`src/rtl/lit_assign_trail.sv`:
```
// Assignment tracker and LIFO decision trail for the DPLL datapath.
// Records picked literals with their polarity and unwinds them on backtrack or clear.
module lit_assign_trail #(
    parameter int WIDTH = 4,
    parameter int N     = 16
) (
    input  logic             clk,
    input  logic             rst,
    input  logic [WIDTH-1:0] lit_in,
    input  logic             lit_valid,
    input  logic             lit_pol,
    input  logic             backtrack,
    input  logic             clear,
    output logic [N-1:0]     lit_assigned,
    output logic [N-1:0]     lit_value,
    output logic [WIDTH:0]   level,
    output logic [WIDTH-1:0] top_lit,
    output logic             empty,
    output logic             full,
    output logic             all_assigned,
    output logic             busy,
    output logic             err
);

    typedef enum logic {
        IDLE,
        UNWIND
    } state_t;

    localparam logic [WIDTH:0] LVL_FULL = (WIDTH+1)'(N);

    state_t           state;
    logic [WIDTH-1:0] trail [N];
    logic [WIDTH-1:0] top_ptr;
    logic [WIDTH-1:0] top_idx;
    logic             push_en;

    always_comb begin
        empty        = (level == '0);
        full         = (level == LVL_FULL);
        all_assigned = &lit_assigned;
        busy         = (state == UNWIND);
        // low WIDTH bits minus one also yields N-1 when level == N
        top_ptr      = level[WIDTH-1:0] - 1'b1;
        top_idx      = trail[top_ptr];
        top_lit      = empty ? '0 : top_idx;
        push_en      = (state == IDLE) && !clear && !backtrack && lit_valid
                       && !lit_assigned[lit_in] && !full;
    end

    // Trail RAM: contents are don't-care after reset, so no reset branch.
    always_ff @(posedge clk) begin
        if (push_en)
            trail[level[WIDTH-1:0]] <= lit_in;
    end

    always_ff @(posedge clk or negedge rst) begin
        if (!rst) begin
            state        <= IDLE;
            lit_assigned <= '0;
            lit_value    <= '0;
            level        <= '0;
            err          <= 1'b0;
        end else begin
            case (state)
                IDLE: begin
                    if (clear) begin
                        state <= UNWIND;
                    end else if (backtrack) begin
                        if (!empty) begin
                            lit_assigned[top_idx] <= 1'b0;
                            lit_value[top_idx]    <= 1'b0;
                            level                 <= level - 1'b1;
                            if (lit_valid)
                                err <= 1'b1;
                        end else begin
                            err <= 1'b1;
                        end
                    end else if (lit_valid) begin
                        if (push_en) begin
                            lit_assigned[lit_in] <= 1'b1;
                            lit_value[lit_in]    <= lit_pol;
                            level                <= level + 1'b1;
                        end else begin
                            err <= 1'b1;
                        end
                    end
                end
                UNWIND: begin
                    if (!empty) begin
                        lit_assigned[top_idx] <= 1'b0;
                        lit_value[top_idx]    <= 1'b0;
                        level                 <= level - 1'b1;
                        if (level == {{WIDTH{1'b0}}, 1'b1})
                            state <= IDLE;
                    end else begin
                        state <= IDLE;
                    end
                end
                default: state <= IDLE;
            endcase
        end
    end

endmodule

```
`config.mk`:
```
export PLATFORM = sky130hd
export DESIGN_NAME = lit_assign_trail
export DESIGN_NICKNAME = d
export VERILOG_FILES = /design/src/rtl/lit_assign_trail.sv
export SDC_FILE = /design/constraint.sdc
export NUM_CORES = 1
export LEC_CHECK = 0
export CAP_MARGIN = 25
export CORE_ASPECT_RATIO = 1.5
export CORE_UTILIZATION = 49
export CTS_BUF_LIST = sky130_fd_sc_hd__clkbuf_16
export DETAILED_ROUTE_END_ITERATION = 10
export HOLD_SLACK_MARGIN = 0.15
export PLACE_DENSITY = 0.71
export SYNTH_ARGS = -nofsm -noshare
export SYNTH_HDL_FRONTEND = slang
export SYNTH_SLANG_ARGS = --single-unit
```
`constraint.sdc`:
```
create_clock -name clk -period 3.4 [get_ports clk]
set_input_delay 0.34 -clock clk [delete_from_list [all_inputs] [get_ports clk]]
set_output_delay 0.34 -clock clk [all_outputs]
set_load 0.03 [all_outputs]
```
# After elaboration in Yosys (flattened, before gate mapping)
# Memories as Yosys holds them, arrays and structs flattened.
# Index checks and enable logic that the tools add are counted.
dict set report classes {
  reduce_logical 17
  bitwise_logic 6
  magnitude_cmp 4
  eq_ne 6
  n_mux 37
  n_addsub 3
}
# cell n
set ops {}
lappend ops {{$mux W16} 10}
lappend ops {{$pmux W16 S2} 2}
lappend ops {{$and A16 B16 Y16} 2}
lappend ops {{$mux W5} 5}
lappend ops {{$bwmux W16} 1}
lappend ops {{$not A16 Y16} 1}
lappend ops {{$or A16 B16 Y16} 1}
lappend ops {{$reduce_and A16 Y1} 1}
lappend ops {{$mux W1} 13}
lappend ops {{$lt A4 B5 Y1 const B} 2}
lappend ops {{$pmux W5 S2} 1}
lappend ops {{$demux W1 S4} 2}
lappend ops {{$ge A4 B1 Y1 const B} 2}
lappend ops {{$logic_and A1 B1 Y1} 7}
lappend ops {{$ne A3 B3 Y1 const B} 2}
lappend ops {{$add A5 B1 Y5 const B} 1}
lappend ops {{$eq A5 B1 Y1 const B} 1}
lappend ops {{$eq A5 B5 Y1 const B} 1}
lappend ops {{$logic_not A5 Y1} 1}
lappend ops {{$reduce_and A5 Y1} 1}
lappend ops {{$sub A5 B1 Y5 const B} 1}
lappend ops {{$bmux W1 S4} 1}
lappend ops {{$logic_not A1 Y1} 4}
lappend ops {{$mux W4} 1}
lappend ops {{6 further kinds} 9}
dict set report totals {
  n_memories 1
  register_bits 39
  ram_bits 64
  out_inout_bits 46
  wordCells 79
}
# memory depth width read_ports rd_ports_with_merged_regs write_ports line
set mem_list {}
lappend mem_list {trail 16 4 1 0 1 33} ;# logic [WIDTH-1:0] trail [N];

# Longest topological paths before layout
# An unclocked memory read counts as a cell.
dict set report logic_depth {
  ltp_word 12
  ltp_mapped 13
  mapped_depth_nobuf 9
}

# Worst setup path before layout
# No wires, ideal clock.
dict set report synth_timing {
  path_type {reg-to-reg}
  startpoint {register level[0]}
  endpoint {memory trail[1][0], enable pin}
  path_stages_with_launch 12
  setup_ps 272
  arrival_ps 3169
  required_time_ps 3128
  setup_slack_ps -41
  path_cell_list {dfrtp_1 buf_2 inv_1 ha_1 nor4bb_1 or4b_4 a31oi_1 and2_1 buf_4 buf_4 nand2_1 nor3_1}
}
dict set report synth_via {
  elab_chain_len 5
}
# element line
set synth_rtl {}
lappend synth_rtl {{start: declaration} 16} ;# output logic [WIDTH:0] level,
lappend synth_rtl {{start signal: assignment} 73} ;# level <= level - 1'b1;
lappend synth_rtl {{start signal: assignment} 83} ;# level <= level + 1'b1;
lappend synth_rtl {{start signal: assignment} 93} ;# level <= level - 1'b1;
lappend synth_rtl {{$eq A5 B5 Y1} 40} ;# full = (level == LVL_FULL);
lappend synth_rtl {{via full} 19} ;# output logic full,
lappend synth_rtl {{$logic_not A1 Y1} 48} ;# && !lit_assigned[lit_in] && !full;
lappend synth_rtl {{$logic_and A1 B1 Y1} 48}
lappend synth_rtl {{$mux W1} 53} ;# if (push_en)
lappend synth_rtl {{$mux W1 (implied by the code)} 54} ;# trail[level[WIDTH-1:0]] <= lit_in;
lappend synth_rtl {{end: declaration} 33}
# The timed path passes the listed nets, and every way through them passes these cells.

# Worst setup path in the final report
dict set report layout_timing {
  startpoint {register level[0]}
  endpoint {output port top_lit[3]}
}
dict set report layout_via {
  elab_chain_len 3
  word_cells_on_any_way 4
}
# element line
set layout_rtl {}
lappend layout_rtl {{$sub A4 B1 Y4} 44} ;# top_ptr = level[WIDTH-1:0] - 1'b1;
lappend layout_rtl {{$mem_v2 Z16 W4} n/a}
lappend layout_rtl {{$mux W4 *} 46} ;# top_lit = empty ? '0 : top_idx;
lappend layout_rtl {{end: declaration} 17} ;# output logic [WIDTH-1:0] top_lit,
# Mark *: on every way between the ends. The rest lies on a longest branch, timed or not.

==> flow_summary.yaml <==
status:
  run_status: "finished with violations"
  failing_checks: "design-rule violations"
routing:
  met2_wire_len_um: 6930
  detailroute.via_count: 3643
  routedLengthMet1_um: 4690
  finalWirelength_um: 13200
  final_antenna_net_count: 0
  drt_iter0_markers: 210
  drc: 18
  via_per_inst: 6.27
  detailed_routing_iterations_pass_1: 9
  detail_route.wl_per_cell_um: 22.6
  detailroute.wirelength.met3_um: 742
  route.top_layer_used: "met4"
global_routing:
  initial_antenna_violation_count: 0
  groute.usage.overall_pct: 26.7
  maximum_number_of_pins_on_one_net_before_global_route_repair: 40
  leftover_overflow_at_the_end_of_global_routing: 0
  grt_first_pass_wirelength_um: 20700
  number_of_global_route_vias_before_repair: 3760
clocking:
  ctsLongestPathBuffers: 2
  clk_latency_ps: 350
  cts_max_level: 3
  clkSlewWorstSetupHoldPaths_ps: 70
  clockRootBuffer: "sky130_fd_sc_hd__clkbuf_16"
  tritoncts.num_buffers: 9
  cts_num_sinks: 103
  clock_tree_from_tritoncts: "built"
sta:
  slew_limit_headroom_pct: 39.6
  f_max_mhz: 330
  finalCritPeriodShare_pct: 89.0
  slew_violations: 0
  hold_viol_final: 0
  hold_slack_ps: 486
  layout_min_cycle_time_ps: 3030
  rsz_0062_raised_after_global_routing: "false"
  setup_viol_count_final: 0
  fin_skew_ps: 7.39
  worst_slew_pin_slew_ps: 906
power:
  vdd_drop_max_mv: 0.437
  power_density_nw_per_um2: 1040
  leakage_dissipation_nw: 2.29
synth:
  asyncSetResetFlopFracSynth_pct: 37.9
  yosysTopAreaCell: "sky130_fd_sc_hd__edfxtp_1"
  number_of_distinct_standard_cells_referenced_by_the_synthesized_netlist: 52
  synthesis.yosys.warnings: 0
  seq_area_frac_synth_pct: 58.5
  synth_top_flop_cell: "sky130_fd_sc_hd__edfxtp_1"
  syn-instance-count: 390
  synthesis.area_um2: 4950
  synthesis.nets: 405
  synth_edf_count: 64
  postSynthRegisterBits: 103
  post_synth.cell_area_avg_um2: 12.7
  synth_top_cell_area_share_pct: 38.8
  synth_area_leaders: "sky130_fd_sc_hd__edfxtp_1 (39%), sky130_fd_sc_hd__dfrtp_1 (20%), sky130_fd_sc_hd__mux4_2 (7.3%)"
critical_path:
  worstPathArrival_ps: 2690
  worst_setup_path_start_kind: "flop"
  timing.setup.critical_path_class: "flop to output port"
  worst-endpoint-required_ps: 3060
  setup.worst_path.start: "level[0]"
  crit_fanout: 11
  timing.rr.start: "level[0]"
  end_kind: "output port"
final_layout:
  diodes: 0
  final-instance-count-excl-fill: 581
  n_fill_cell: 760
  nets_final: 476
  most_frequent_standard_cell_in_the_layout_excluding_fill_and_tap_cells: "sky130_fd_sc_hd__edfxtp_1"
  final_layout_size_suffix_gt1_share_pct: 17.2
  most-common-layout-cells: "sky130_fd_sc_hd__edfxtp_1 (64), sky130_fd_sc_hd__clkdlybuf4s50_1 (50), sky130_fd_sc_hd__nor2_1 (44), sky130_fd_sc_hd__dfrtp_1 (39), sky130_fd_sc_hd__buf_4 (28)"
  area_growth_pct: 22.2
flow_run:
  max_cap_viol_count: 0
die:
  fp.dieArea_um2: 10500
  die-height_um: 125
  fp.dieW_um: 84.1
  initial_utilization_pct: 50.8
  num_io_pins: 56
  fp-row-count: 44
  coreArea_um2: 9740
placed_design:
  globalplace.congestion: 0.926
  post-place-cells: 564
  port-buffer-count: 55
  place_hpwl_um: 9880
worst_hold_path:
  worstHoldPathType: "flop to flop"
  worst_hold_start: "err"
report_power, final:
part | internal, W | switching, W
Clock | 0.000589 | 0.000490
Sequential | 0.00150 | 0.000189
Combinational | 0.00140 | 0.00215
synth_stat cells, drive strengths merged, types with 6 or more instances:
cell type / number
mux2i: 23
o21ai: 20
inv: 7
nand2: 20
buf: 8
o211ai: 10
o22ai: 7
nand3: 9
nor3: 13
o311ai: 8
nand4: 6
a31oi: 7
clkbuf: 12
and2: 8
a21oi: 25
edfxtp: 64
nor2: 44
dfrtp: 39
mux4: 16
worst max-delay path: stages, from the launching register on:
cell	delay (ps)
sky130_fd_sc_hd__dfrtp_1	380
sky130_fd_sc_hd__inv_1	190
sky130_fd_sc_hd__ha_1	340
sky130_fd_sc_hd__xor2_4	350
sky130_fd_sc_hd__mux2i_1	160
sky130_fd_sc_hd__mux2i_2	530
sky130_fd_sc_hd__and2_1	230
sky130_fd_sc_hd__buf_4	160
what timing repair did:
action	CTS	global route
resized for setup	0	1
hold buffers	1	0
hold endpoints to repair	25	0
setup endpoints to repair	0	1
setup buffers	0	0
cell type report:
| cell class | count | area, µm² | share of cell area [%] |
|---|---|---|---|
| clock buffers | 9 | 225 | 3.72 |
| multi-input cells | 260 | 1950 | 32.2 |
| clock inverters | 7 | 86.3 | 1.43 |
| inverters | 7 | 26.3 | 0.434 |
| repair buffers | 80 | 726 | 12.0 |
| flip-flops and latches | 103 | 2900 | 47.9 |
| well taps | 115 | 144 | 2.38 |
per-layer routing:
metal	GRT usage, %	vias to the layer above
met3	5.81	55
met2	46.9	164
met4	18.0	0
met1	28.5	1783
li1	-	1641
met5	0	-
logic make-up (layout without fill, tap and decap cells):
logic type / Yosys count / count (layout) / synth area share [%]
xor+xnor: 3 / 3 / 1.06
flops: 103 / 103 / 58.5
mux: 43 / 43 / 12.9
buf+inv: 27 / 103 / 2.45
fa+ha+maj: 5 / 5 / 1.26
simple gates: 118 / 118 / 12.2
compound gates: 91 / 91 / 11.6
state kept, by name, summed over array words and instances, names as in the netlist:
register and flops:
trail 64, lit_assigned 16, lit_value 16, level 5, busy 1, err 1
per-stage QoR:
| step | TNS [ps] | total power [W] | setup WS (ps) | area (µm²) | util, % |
|---|---|---|---|---|---|
| CTS | 0 | 0.00628 | 156 | 6050 | 62.1 |
| global placement | 0 | 0.00516 | 304 | 5730 | 58.8 |
| detailed placement | 0 | 0.00521 | 244 | 5730 | 58.8 |
| global route | 0 | 0.00660 | 200 | 6060 | 62.1 |
| floorplan | -8.09 | 0.00401 | -1.01 | 4970 | - |
| finish | 0 | 0.00631 | 374 | 6060 | 62.1 |
final timing paths:
kind | to | slack [ps] | cells after the start
setup reg to reg | lit_value[7] | 450 | 9
setup / recovery | top_lit[3] | 370 | 7
hold / removal | err | 490 | 2
hold reg to reg | err | 490 | 2
max in group asynchronous | lit_assigned[15] | 2180 | 2
min in group asynchronous | lit_value[5] | 650 | 2
Note: power is estimated with default switching activity, not from simulation.
